<file path="src/rtl/rgb_seq_ctrl.sv">
// rtl/rgb_seq_ctrl.sv - RGB LED brightness sequencer producing per-channel PWM enables
module rgb_seq_ctrl #(
   parameter int TICK_DIV   = 12000,
   parameter int PWM_BITS   = 8,
   parameter int HOLD_TICKS = 256,
   parameter int GAP_TICKS  = 64
) (
   input  logic       clk,
   input  logic       rst_n,
   input  logic       start,
   input  logic       stop,
   input  logic [1:0] mode,
   input  logic [2:0] color_sel,
   output logic       busy,
   output logic       done,
   output logic       pwm_r,
   output logic       pwm_g,
   output logic       pwm_b,
   output logic [2:0] state
);

   typedef enum logic [2:0] {
      S_IDLE      = 3'd0,
      S_RAMP_UP   = 3'd1,
      S_HOLD      = 3'd2,
      S_RAMP_DOWN = 3'd3,
      S_GAP       = 3'd4
   } state_t;

   localparam int TW   = (TICK_DIV > 2) ? $clog2(TICK_DIV) : 1;
   localparam int CMAX = (HOLD_TICKS > GAP_TICKS) ? HOLD_TICKS : GAP_TICKS;
   localparam int CW   = $clog2(CMAX + 1);

   localparam logic [TW-1:0]       TICK_LAST = TW'(TICK_DIV - 1);
   localparam logic [CW-1:0]       HOLD_LAST = CW'(HOLD_TICKS - 1);
   localparam logic [CW-1:0]       GAP_LAST  = CW'(GAP_TICKS - 1);
   localparam logic [PWM_BITS-1:0] LMAX      = '1;
   localparam logic [PWM_BITS-1:0] LMAX_M1   = PWM_BITS'((2 ** PWM_BITS) - 2);
   localparam logic [PWM_BITS-1:0] LVL_ONE   = PWM_BITS'(1);

   state_t              r_state;
   state_t              w_state_nxt;
   logic [TW-1:0]       r_tcnt;
   logic [PWM_BITS-1:0] r_pcnt;
   logic [PWM_BITS-1:0] r_level;
   logic [PWM_BITS-1:0] w_level_nxt;
   logic [CW-1:0]       r_cnt;
   logic [CW-1:0]       w_cnt_nxt;
   logic [1:0]          r_step;
   logic [1:0]          w_step_nxt;
   logic [1:0]          w_step_last;
   logic [1:0]          r_mode_q;
   logic [2:0]          r_color_q;
   logic                r_stop_pend;
   logic                w_stop_pend_nxt;
   logic                w_stop_now;
   logic                r_done;
   logic                w_done_nxt;
   logic                w_latch;
   logic                w_tick;
   logic [2:0]          w_mask;
   logic                w_lit;
   logic                r_pwm_r;
   logic                r_pwm_g;
   logic                r_pwm_b;

   assign busy  = (r_state != S_IDLE);
   assign done  = r_done;
   assign pwm_r = r_pwm_r;
   assign pwm_g = r_pwm_g;
   assign pwm_b = r_pwm_b;
   assign state = r_state;

   assign w_tick      = (r_tcnt == TICK_LAST);
   assign w_stop_now  = r_stop_pend | stop;
   assign w_step_last = (r_mode_q == 2'b10) ? 2'd3 : 2'd2;

   // Channel mask: explicit colour for single pass, fixed R,G,B(,W) rotation when looping
   always_comb begin
      w_mask = r_color_q;
      if (r_mode_q != 2'b00) begin
         case (r_step)
            2'd0:    w_mask = 3'b001;
            2'd1:    w_mask = 3'b010;
            2'd2:    w_mask = 3'b100;
            default: w_mask = 3'b111;
         endcase
      end
   end

   // State register
   always_ff @(posedge clk or negedge rst_n) begin
      if (!rst_n) begin
         r_state <= S_IDLE;
      end else begin
         r_state <= w_state_nxt;
      end
   end

   // Next-state and datapath updates; brightness steps only on ticks, stop acts at once
   always_comb begin
      w_state_nxt     = r_state;
      w_level_nxt     = r_level;
      w_cnt_nxt       = r_cnt;
      w_step_nxt      = r_step;
      w_stop_pend_nxt = r_stop_pend | (stop & busy);
      w_done_nxt      = 1'b0;
      w_latch         = 1'b0;
      case (r_state)
         S_IDLE: begin
            w_stop_pend_nxt = 1'b0;
            w_level_nxt     = '0;
            w_cnt_nxt       = '0;
            w_step_nxt      = 2'd0;
            if (start && !stop) begin
               w_latch = 1'b1;
               if ((mode == 2'b00) && (color_sel == 3'b000)) begin
                  w_done_nxt = 1'b1;
               end else begin
                  w_state_nxt = S_RAMP_UP;
               end
            end
         end
         S_RAMP_UP: begin
            if (stop) begin
               w_state_nxt = S_RAMP_DOWN;
            end else if (w_tick) begin
               if (r_level >= LMAX_M1) begin
                  w_level_nxt = LMAX;
                  w_cnt_nxt   = '0;
                  w_state_nxt = S_HOLD;
               end else begin
                  w_level_nxt = r_level + LVL_ONE;
               end
            end
         end
         S_HOLD: begin
            if (stop) begin
               w_state_nxt = S_RAMP_DOWN;
            end else if (w_tick) begin
               if (r_cnt >= HOLD_LAST) begin
                  w_cnt_nxt   = '0;
                  w_state_nxt = S_RAMP_DOWN;
               end else begin
                  w_cnt_nxt = r_cnt + 1'b1;
               end
            end
         end
         S_RAMP_DOWN: begin
            if (w_tick) begin
               if (r_level <= LVL_ONE) begin
                  w_level_nxt = '0;
                  w_cnt_nxt   = '0;
                  if (w_stop_now) begin
                     w_state_nxt     = S_IDLE;
                     w_done_nxt      = 1'b1;
                     w_stop_pend_nxt = 1'b0;
                  end else begin
                     w_state_nxt = S_GAP;
                  end
               end else begin
                  w_level_nxt = r_level - LVL_ONE;
               end
            end
         end
         S_GAP: begin
            w_level_nxt = '0;
            if (w_stop_now) begin
               w_state_nxt     = S_IDLE;
               w_done_nxt      = 1'b1;
               w_stop_pend_nxt = 1'b0;
            end else if (w_tick) begin
               if (r_cnt >= GAP_LAST) begin
                  w_cnt_nxt = '0;
                  if (r_mode_q == 2'b00) begin
                     w_state_nxt     = S_IDLE;
                     w_done_nxt      = 1'b1;
                     w_stop_pend_nxt = 1'b0;
                  end else begin
                     w_state_nxt = S_RAMP_UP;
                     w_step_nxt  = (r_step >= w_step_last) ? 2'd0 : r_step + 2'd1;
                  end
               end else begin
                  w_cnt_nxt = r_cnt + 1'b1;
               end
            end
         end
         default: begin
            w_state_nxt     = S_IDLE;
            w_level_nxt     = '0;
            w_stop_pend_nxt = 1'b0;
         end
      endcase
   end

   // Sequence registers; mode 11 is folded into 01 when latched
   always_ff @(posedge clk or negedge rst_n) begin
      if (!rst_n) begin
         r_level     <= '0;
         r_cnt       <= '0;
         r_step      <= 2'd0;
         r_mode_q    <= 2'b00;
         r_color_q   <= 3'b000;
         r_stop_pend <= 1'b0;
         r_done      <= 1'b0;
      end else begin
         r_level     <= w_level_nxt;
         r_cnt       <= w_cnt_nxt;
         r_step      <= w_step_nxt;
         r_stop_pend <= w_stop_pend_nxt;
         r_done      <= w_done_nxt;
         if (w_latch) begin
            r_mode_q  <= (mode == 2'b11) ? 2'b01 : mode;
            r_color_q <= color_sel;
         end
      end
   end

   // Step tick divider, held at zero while idle so the first tick lands TICK_DIV cycles in
   always_ff @(posedge clk or negedge rst_n) begin
      if (!rst_n) begin
         r_tcnt <= '0;
      end else if ((r_state == S_IDLE) || w_tick) begin
         r_tcnt <= '0;
      end else begin
         r_tcnt <= r_tcnt + 1'b1;
      end
   end

   // Free-running PWM period counter
   always_ff @(posedge clk or negedge rst_n) begin
      if (!rst_n) begin
         r_pcnt <= '0;
      end else begin
         r_pcnt <= r_pcnt + 1'b1;
      end
   end

   // Outputs are forced dark on the cycle the sequencer returns to idle
   assign w_lit = (w_state_nxt != S_IDLE) && (r_pcnt < r_level);

   // Registered PWM enables
   always_ff @(posedge clk or negedge rst_n) begin
      if (!rst_n) begin
         r_pwm_r <= 1'b0;
         r_pwm_g <= 1'b0;
         r_pwm_b <= 1'b0;
      end else begin
         r_pwm_r <= w_mask[0] & w_lit;
         r_pwm_g <= w_mask[1] & w_lit;
         r_pwm_b <= w_mask[2] & w_lit;
      end
   end

endmodule

</file>
<file path="config.mk">
export PLATFORM = sky130hd
export DESIGN_NAME = rgb_seq_ctrl
export DESIGN_NICKNAME = d
export VERILOG_FILES = /design/src/rtl/rgb_seq_ctrl.sv
export SDC_FILE = /design/constraint.sdc
export NUM_CORES = 1
export LEC_CHECK = 0
export CELL_PAD_IN_SITES_DETAIL_PLACEMENT = 0
export CELL_PAD_IN_SITES_GLOBAL_PLACEMENT = 1
export CORE_ASPECT_RATIO = 0.6
export CORE_UTILIZATION = 30
export CTS_BUF_LIST = sky130_fd_sc_hd__clkbuf_2
export DETAILED_ROUTE_END_ITERATION = 16
export GPL_TIMING_DRIVEN = 0
export PLACE_DENSITY = 0.6
export SLEW_MARGIN = 20
export SYNTH_ARGS = -nofsm -noshare
export SYNTH_HDL_FRONTEND = slang
export SYNTH_SLANG_ARGS = --single-unit
export TNS_END_PERCENT = 5
</file>
<file path="constraint.sdc">
create_clock -name clk -period 2.7 [get_ports clk]
set_input_delay 0.405 -clock clk [delete_from_list [all_inputs] [get_ports clk]]
set_output_delay 0.405 -clock clk [all_outputs]
set_load 0.005 [all_outputs]
</file>
==> impl_metrics.ini, run 1 <==
[run_status]
status = completed

[worst_setup_path]
cp_top_family = compound AO/OA/AOI/OAI gates
crit_path_start = r_cnt[0]$_DFFE_PN0P_
endpoint = pwm_g$_DFF_PN0_
r2r-end = pwm_g$_DFF_PN0_
r2r_cells = 7
start_kind = flop
path_class = reg -> reg
cp_slowest_cell = o21ai_0
critPathBufInv = 0
crit_path_end_kind = flop
critPathMaxFanout = 6
worstPathRequired_ns = 3.09
timing.rr.start = r_cnt[0]$_DFFE_PN0P_
critical_path_depth = 7
crit_path_cell_trace = ha_2 -> a21oi_1 -> o21ai_0 -> nand2_1 -> o31ai_1 -> a211oi_2 -> nor4_1
cp.arrival_ns = 2.94
rrSetupSlack_ns = 0.15
slowest_delay_ns = 0.63

[pwr]
switchingPower_mw = 0.301
pwr_density_cell_nw_per_um2 = 316
max-vdd-ir-drop_mv = 0.187
power.leakage_nw = 1.60
power.share.clock_pct = 28.8
p_seq_share_pct = 68.1
finalPower_mw = 1.19
power_frac_comb_pct = 3.1
p_int_mw = 0.891
sw_frac_of_total_pct = 25.2

[clock_network]
cts_buffers = 5
htree_levels = 2
cts_tree = done
cts-root-buf = clkbuf_2
clk_path_buf_depth = 2
clk_latency_ns = 0.47
clock-sinks = 54
path_clk_slew_ns = 0.29

[synthesis]
ys.flop_type = dfrtp_1
synth_warnings = 0
synth_top_cell_area_share_pct = 40.8
synth.net_count = 388
synth.yosys.seq_area_share_pct = 40.8
synth-edff-count = 0
syn_avg_cell_area_um2 = 9.19
async_flop_share_pct = 100
synth-seq-cells = 54
syn_inst = 360
synthTopCellsByArea = dfrtp_1, ha_1, o21ai_0
syn_area_um2 = 3310
yosysUniqueCellTypes = 60
synth_top_cell_by_area = dfrtp_1

[timing]
slew_violations = 0
hold_viol = 0
fmax_mhz = 392
tightest_slew_ns = 0.796
worst_slack_ns = 0.150
rsz0062_at_grt = yes
slew_headroom_pct = 46.4
fin_crit_ns = 2.55
skew_ns = 0.0116
period_share_pct = 94.4
fin_hold_ws_ns = 0.302
setup_viol = 0

[global_routing]
grt_util_all_layers_pct = 15.1
grt_pass1_wl_um = 13500
gr-total-overflow = 0
grt_max_degree = 38
antenna_found_initial = 0
grt_pass1_vias = 2524

[layout]
final_nets = 414
area_growth_pct = 14.1
multi_input_area_um2 = 1870
final_cells = 526
stdcell_area_um2 = 3780
fillers = 1093
drive_above_1_share_pct = 11.1
antennaDiodeCount = 0
regArea_um2 = 1350

[placed_design]
hpwl_um = 6000
port_buffers = 16
place.gp.congestion = 0.833
dp_slack_ns = -0.119
post_dp_cell_area_um2 = 3660
dpl.cell_count = 516

[drt]
vias = 2682
antenna_left = 0
wl_per_cell_um = 15.2
drt-initial-drc-count = 184
wirelength_um = 7980
drc_errors = 0
dr.pass1.iters = 4
viasPerCell = 5.10

[die]
die_x_um = 138
ioPinCount = 17
die_h_um = 83.4
start_util_pct = 31.1
fp-row-count = 29
die_area_um2 = 11500
coreArea_um2 = 10600

[min_path]
hp-class = in -> async

[run]
cap_violations = 0
-- cells by family after synthesis --
family | after synthesis | synth area share [%]
buffers and inverters | 30 | 3.93
multiplexers | 5 | 1.66
XOR/XNOR | 20 | 5.29
adder cells (fa/ha/maj) | 19 | 7.18
AO/OA/AOI/OAI | 93 | 18.1
flip-flops | 54 | 40.8
AND/OR/NAND/NOR | 139 | 22.9
-- placed cells by master (no fill, tap or decap), types with 4 or more instances in the layout --
cell type and count:
a21o_1 5, a21oi_1 14, and3_1 6, and4_1 6, buf_4 4, clkbuf_2 8, clkdlybuf4s50_1 15, dfrtp_1 52
ha_1 18, inv_1 20, mux2_2 4, nand2_1 30, nand2b_1 7, nand3_1 12, nand4_1 7, nor2_1 35
nor2b_1 4, nor3_1 11, o21ai_0 34, o31ai_1 10, xnor2_1 9, xor2_1 11
-- worst register-to-register path, delay by kind of cell, from the launching register on --
family	cells	cell delay, ns
adders and majority gates	1	0.23
AOI/OAI and AO/OA	4	1.28
and+or+nand+nor	2	0.50
DFF	1	0.48
-- Yosys cell counts (all sizes together) (8+ instances only) --
cell type	number
nand4	8
xor2	11
a21oi	15
ha	19
nand3	13
nand2	30
o31ai	11
o21ai	36
nor3	13
nor2	35
dfrtp	54
xnor2	9
inv	20
-- repair_timing --
action | CTS | global route
hold buffers | 1 | 0
gates cloned | 0 | 0
endpoints found under the hold margin | 17 | 0
pin swaps | 0 | 0
endpoints found under the setup margin | 9 | 12
buffers inserted | 0 | 1
gates resized for setup | 6 | 11
-- registers in the layout (all words and copies together) (netlist names) --
register     cells
state            3
r_level          8
pwm_r            1
r_tcnt          14
pwm_b            1
r_pcnt           8
done             1
r_cnt            9
r_step           2
pwm_g            1
r_color_q        3
r_stop_pend      1
r_mode_q         2
-- layout make-up --
cell class                      count  share of cell area, %
Tap cell                          139                   4.61
Multi-Input combinational cell    276                   49.6
Inverter                           20                   1.99
Sequential cell                    54                   35.9
Clock inverter                      3                  0.530
Buffer                             10                   1.56
Timing Repair Buffer               19                   5.17
Clock buffer                        5                  0.663
-- power by group through the flow --
stage	registers (mW)	clock network [mW]	logic [mW]
final	0.811	0.343	0.0372
after global routing	0.813	0.410	0.0430
after CTS	0.812	0.373	0.0397
after detailed placement	0.824	0	0.0384
after global placement	0.824	0	0.0341
after floorplan	0.824	0	0.00223
-- per-layer routing --
| layer | GRT usage, % | vias up | wire length [µm] |
|---|---|---|---|
| met5 | 0 | - | 0 |
| met4 | 2.40 | 0 | 43 |
| met3 | 3.91 | 5 | 402 |
| met2 | 18.6 | 46 | 2930 |
| met1 | 25.3 | 1282 | 4610 |
| li1 | - | 1349 | - |
-- worst min path at each step --
stage                        start              endpoint
3_5_place_dp                 rst_n  r_cnt[4]$_DFFE_PN0P_
5_1_grt                      rst_n   r_pcnt[7]$_DFF_PN0_
2_1_floorplan                rst_n        done$_DFF_PN0_
3_3_place_gp   r_pcnt[7]$_DFF_PN0_   r_pcnt[7]$_DFF_PN0_
6_report                     rst_n   r_pcnt[7]$_DFF_PN0_
4_1_cts                      rst_n   r_pcnt[7]$_DFF_PN0_
-- per-stage QoR --
step / TNS (ns) / utilization (%)
6_report: 0 / 35.5
3_3_place_gp: -33.17 / 34.3
2_1_floorplan: 0 / -
3_5_place_dp: -0.482 / 34.4
4_1_cts: -0.00103 / 35.1
5_1_grt: -0.0222 / 35.5
Note: power is estimated with default switching activity, not from simulation.
==> run 2: changes to the inputs <==
--- a/config.mk
+++ b/config.mk
@@ -13,8 +13,9 @@
 export DETAILED_ROUTE_END_ITERATION = 16
 export GPL_TIMING_DRIVEN = 0
 export PLACE_DENSITY = 0.6
+export REMOVE_ABC_BUFFERS = 1
 export SLEW_MARGIN = 20
 export SYNTH_ARGS = -nofsm -noshare
 export SYNTH_HDL_FRONTEND = slang
 export SYNTH_SLANG_ARGS = --single-unit
-export TNS_END_PERCENT = 5
+export TNS_END_PERCENT = 100
==> run 2 against run 1 <==
Clock-buffer cell count unchanged. Non-clock buffer count decreased by 9. Combinational power about the same. Sequential power about the same. Register-to-register slack improved by 0.07 ns. First-iteration DRC count decreased by 12%. Wire length increased by 0.10%. Largest cell class unchanged. Total power increased by 0.17%. Flip-flop and latch count unchanged. Core utilization decreased by 0.33 points. Worst hold slack improved by 0.0063 ns.
==> impl_metrics.ini, run 2 (synthesis results as in run 1) <==
[run_status]
status = completed

[timing]
fmax_mhz = 400
hold_viol = 0
skew_ns = 0.0183
setup_viol = 0
slew_headroom_pct = 60.0
period_share_pct = 92.6
tightest_slew_ns = 0.594
fin_crit_ns = 2.50
slew_violations = 0
rsz0062_at_grt = yes

[drt]
drt-initial-drc-count = 162
vias = 2646
viasPerCell = 5.12
antenna_left = 0
wl_per_cell_um = 15.5
wirelength_um = 7990
dr.pass1.iters = 4
drc_errors = 0

[placed_design]
port_buffers = 16
place.gp.congestion = 0.784
post_dp_cell_area_um2 = 3610
hpwl_um = 5910

[clock_network]
clk_latency_ns = 0.48
cts_tree = done
cts-root-buf = clkbuf_2
htree_levels = 2
path_clk_slew_ns = 0.28
clock-sinks = 54
cts_buffers = 5
clk_path_buf_depth = 2

[pwr]
power.leakage_nw = 1.55
switchingPower_mw = 0.303
p_int_mw = 0.891
sw_frac_of_total_pct = 25.4
max-vdd-ir-drop_mv = 0.181
finalPower_mw = 1.19
p_seq_share_pct = 68.0
power_frac_comb_pct = 3.1
power.share.clock_pct = 28.9
pwr_density_cell_nw_per_um2 = 319

[die]
die_x_um = 138
coreArea_um2 = 10600
start_util_pct = 31.1
die_area_um2 = 11500
ioPinCount = 17
fp-row-count = 29
die_h_um = 83.4

[layout]
final_nets = 405
regMostFlops = r_tcnt
drive_above_1_share_pct = 11.1
stdcell_area_um2 = 3740
antennaDiodeCount = 0
fillers = 1090
layout_common_cells = dfrtp_1, nor2_1, o21ai_0
final_core_util_pct = 35.2
layout_commonest_cell = dfrtp_1
area_growth_pct = 13.0
largestRegisters = r_tcnt: 14 flops, r_cnt: 9 flops
largest_reg_flops = 14

[worst_setup_path]
cp.arrival_ns = 2.09
cp_slowest_cell = dfrtp_1
worstPathRequired_ns = 2.30
critPathMaxFanout = 14
start_kind = flop
crit_path_cell_trace = nor3_2 -> inv_1 -> clkdlybuf4s50_1
slowest_delay_ns = 0.62
crit_path_end_kind = output port
path_class = reg -> out

[global_routing]
grt_max_degree = 35
grt_pass1_vias = 2502
grt_util_all_layers_pct = 15.1
gr-total-overflow = 0
antenna_found_initial = 0
grt_pass1_wl_um = 13300

[min_path]
hp-class = in -> async

[run]
cap_violations = 0
run 2: cell count changes in the layout (fill, tap and decap cells not counted), moves of 2 or more:
cell | before | now
buf_2 | 2 | 0
dfrtp_2 | 2 | 4
clkbuf_1 | 2 | 0
dfrtp_1 | 52 | 50
o21ai_1 | 0 | 2
o21ai_0 | 34 | 32
clkbuf_2 | 8 | 5
run 2: area by class of cell:
type | count | area [µm²] | share of cell area (%)
tap | 139 | 174 | 4.65
inverter | 20 | 75.1 | 2.01
timing repair buffer | 20 | 203 | 5.42
sequential | 54 | 1360 | 36.3
multi-input combinational | 276 | 1890 | 50.4
clock inverter | 3 | 21.3 | 0.569
clock buffer | 5 | 25.0 | 0.669
run 2: timing repair:
item                                    CTS  global route
endpoints found under the setup margin    7            18
gates cloned                              0             0
endpoints found under the hold margin    20             0
hold buffers                              1             0
gates resized for setup                   5            14
pin swaps                                 0             2
setup buffers                             0             2
run 2: stage by stage:
| stage | worst slack [ns] | cells | setup TNS [ns] | hold WS (ns) |
|---|---|---|---|---|
| floorplan | 0.363 | 350 | 0 | 0.109 |
| detailed placement | -0.0173 | 506 | -0.0328 | 0.326 |
| finish | 0.201 | 517 | 0 | 0.308 |
| global route | -0.00164 | 517 | -0.00164 | 0.278 |
| CTS | 0.00407 | 515 | 0 | 0.290 |
| global placement | -0.597 | 505 | -32.27 | 0.473 |
run 2: power by group through the flow:
stage / Sequential (mW) / Combinational, mW / Clock, mW
after floorplan: 0.824 / 0.00223 / 0
after global placement: 0.824 / 0.0343 / 0
after detailed placement: 0.824 / 0.0384 / 0
after CTS: 0.812 / 0.0395 / 0.368
after global routing: 0.813 / 0.0434 / 0.406
final: 0.811 / 0.0373 / 0.345
run 2: final timing paths:
path | from | to | slack (ns) | cells after the start
min in group clk | mode[1] | r_mode_q[1]$_DFFE_PN0P_ | 0.50 | 3
max in group asynchronous | rst_n | r_stop_pend$_DFF_PN0_ | 1.92 | 3
hold reg to reg | r_tcnt[0]$_DFF_PN0_ | r_tcnt[0]$_DFF_PN0_ | 0.50 | 1
setup / recovery | state[1]$_DFF_PN0_ | busy | 0.20 | 3
hold / removal | rst_n | r_level[2]$_DFFE_PN0P_ | 0.31 | 2
setup reg to reg | r_cnt[0]$_DFFE_PN0P_ | pwm_g$_DFF_PN0_ | 0.22 | 11
run 2: layer usage:
layer  wire (µm)  up-vias  global-route usage (%)
li1            -     1336                       -
met1        4680     1260                    25.2
met2        2960       43                    18.9
met3         294        7                    3.54
met4          57        0                    2.90
met5           0        -                       0
run 2: worst max-delay path, delay by kind of cell, from the launching register on:
family                 cells  cell delay (ns)
and+or+nand+nor            1             0.37
DFF                        1             0.62
buffers and inverters      2             0.64
==> run 3: changes to the inputs <==
--- a/config.mk
+++ b/config.mk
@@ -14,6 +14,7 @@
 export GPL_TIMING_DRIVEN = 0
 export PLACE_DENSITY = 0.6
 export REMOVE_ABC_BUFFERS = 1
+export SKIP_CTS_REPAIR_TIMING = 1
 export SLEW_MARGIN = 20
 export SYNTH_ARGS = -nofsm -noshare
 export SYNTH_HDL_FRONTEND = slang
==> run 3 against run 2 <==
Global-route usage shrank 0.12 points. Critical path depth rose by 8. Flip-flop and latch count did not move. Combinational power about the same. Critical endpoint is now pwm_g$_DFF_PN0_. Clock power barely moved. Highest routed layer unchanged. First-iteration DRC count shrank 10%. Die area stayed put. Final area unchanged.
==> impl_metrics.ini, run 3 (synthesis results as in run 1) <==
[run_status]
status = completed

[layout]
regMostFlops = r_tcnt
drive_above_1_share_pct = 11.1
largest_reg_flops = 14
layout_common_cells = dfrtp_1, nor2_1, o21ai_0
final_nets = 405
layout_commonest_cell = dfrtp_1
antennaDiodeCount = 0
largestRegisters = r_tcnt: 14 flops, r_cnt: 9 flops
area_growth_pct = 13.0

[die]
die_x_um = 138
die_h_um = 83.4
die_area_um2 = 11500
start_util_pct = 31.1
coreArea_um2 = 10600
ioPinCount = 17
fp-row-count = 29

[drt]
dr.pass1.iters = 4
drc_errors = 0
drt-initial-drc-count = 145
wl_per_cell_um = 15.5
viasPerCell = 5.12
wirelength_um = 8040
antenna_left = 0
vias = 2649

[clock_network]
cts-root-buf = clkbuf_2
cts_buffers = 5
path_clk_slew_ns = 0.29
clk_latency_ns = 0.48
cts_tree = done
clk_path_buf_depth = 2
htree_levels = 2
clock-sinks = 54

[run]
cap_violations = 0

[pwr]
pwr_density_cell_nw_per_um2 = 320
power.share.clock_pct = 29.1
max-vdd-ir-drop_mv = 0.180
switchingPower_mw = 0.306
power_frac_comb_pct = 3.1
p_int_mw = 0.891
p_seq_share_pct = 67.8
power.leakage_nw = 1.55
sw_frac_of_total_pct = 25.6

[timing]
slew_headroom_pct = 56.8
tightest_slew_ns = 0.642
hold_viol = 0
setup_tns_ns = 0
rsz0062_at_grt = yes
fmax_mhz = 399
setup_viol = 0
slew_violations = 0
period_share_pct = 92.9
fin_crit_ns = 2.51
worst_slack_ns = 0.192
skew_ns = 0.0155

[worst_setup_path]
r2r-end = pwm_g$_DFF_PN0_
r2r_cells = 11
slowest_delay_ns = 0.52
timing.rr.start = r_cnt[0]$_DFFE_PN0P_
cp.arrival_ns = 2.89
rrSetupSlack_ns = 0.19
path_class = reg -> reg
worstPathRequired_ns = 3.08
crit_path_end_kind = flop
critPathMaxFanout = 7
start_kind = flop
cp_slowest_cell = dfrtp_2
crit_path_cell_trace = ha_1 -> and3_1 -> nand3_1 -> nor2_1 -> ha_1 -> nor2_1 -> o21ai_1 -> a41oi_1 -> nand4_1 -> a211oi_2 -> nor4_1

[placed_design]
place.gp.congestion = 0.784
hpwl_um = 5910
dp_slack_ns = -0.0173
port_buffers = 16

[global_routing]
grt_util_all_layers_pct = 15.0
antenna_found_initial = 0
gr-total-overflow = 0
grt_max_degree = 35
grt_pass1_wl_um = 13200
grt_pass1_vias = 2484

[min_path]
hp-class = in -> async
[run 3: cell counts in the layout (fill, tap and decap cells not counted)]
No cell type changed its count.
[run 3: worst max-delay path by stage]
| stage | from | endpoint | slack, ns | depth (start not counted) |
|---|---|---|---|---|
| floorplan | r_cnt[0]$_DFFE_PN0P_ | r_cnt[3]$_DFFE_PN0P_ | 0.36 | 10 |
| global placement | rst_n | r_step[0]$_DFFE_PN0P_ | -0.60 | 1 |
| detailed placement | r_cnt[0]$_DFFE_PN0P_ | pwm_b$_DFF_PN0_ | -0.02 | 11 |
| CTS | state[2]$_DFF_PN0_ | busy | -0.05 | 3 |
| global route | r_cnt[0]$_DFFE_PN0P_ | pwm_g$_DFF_PN0_ | -0.008 | 11 |
| finish | r_cnt[0]$_DFFE_PN0P_ | pwm_g$_DFF_PN0_ | 0.19 | 11 |
[run 3: per-stage QoR]
stage | util, % | cell area, µm² | total power, mW | instances | hold slack, ns
2_1_floorplan | - | 3250 | 0.827 | 350 | 0.109
3_3_place_gp | 33.8 | 3590 | 0.859 | 505 | 0.473
3_5_place_dp | 33.9 | 3610 | 0.862 | 506 | 0.326
4_1_cts | 34.4 | 3650 | 1.22 | 514 | -0.253
5_1_grt | 35.2 | 3740 | 1.26 | 517 | 0.280
6_report | 35.2 | 3740 | 1.20 | 517 | 0.301
[run 3: power groups by stage]
stage | combinational (mW) | clock [mW] | sequential, mW
global route | 0.0435 | 0.407 | 0.813
floorplan | 0.00223 | 0 | 0.824
CTS | 0.0384 | 0.368 | 0.812
detailed placement | 0.0384 | 0 | 0.824
finish | 0.0375 | 0.348 | 0.811
global placement | 0.0343 | 0 | 0.824
[run 3: cell type report]
type	count	area, µm²
fill	1085	6890
clock buffer	5	25.0
timing repair buffer	20	203
multi-input combinational	276	1890
inverter	20	75.1
tap	139	174
clock inverter	3	21.3
sequential	54	1360
[run 3: worst max-delay path: cells and delay by family, from the launching register on]
family / cells / cell delay [ns]
AND/OR/NAND/NOR: 6 / 0.70
adder cells (fa/ha/maj): 2 / 0.44
AO/OA/AOI/OAI: 3 / 0.75
flip-flops: 1 / 0.52
[run 3: metal layers]
| metal | wire length, µm | GRT usage (%) | vias up |
|---|---|---|---|
| li1 | - | - | 1334 |
| met3 | 350 | 3.54 | 5 |
| met1 | 4670 | 25.3 | 1263 |
| met2 | 2980 | 18.3 | 47 |
| met5 | 0 | 0 | - |
| met4 | 38 | 2.90 | 0 |
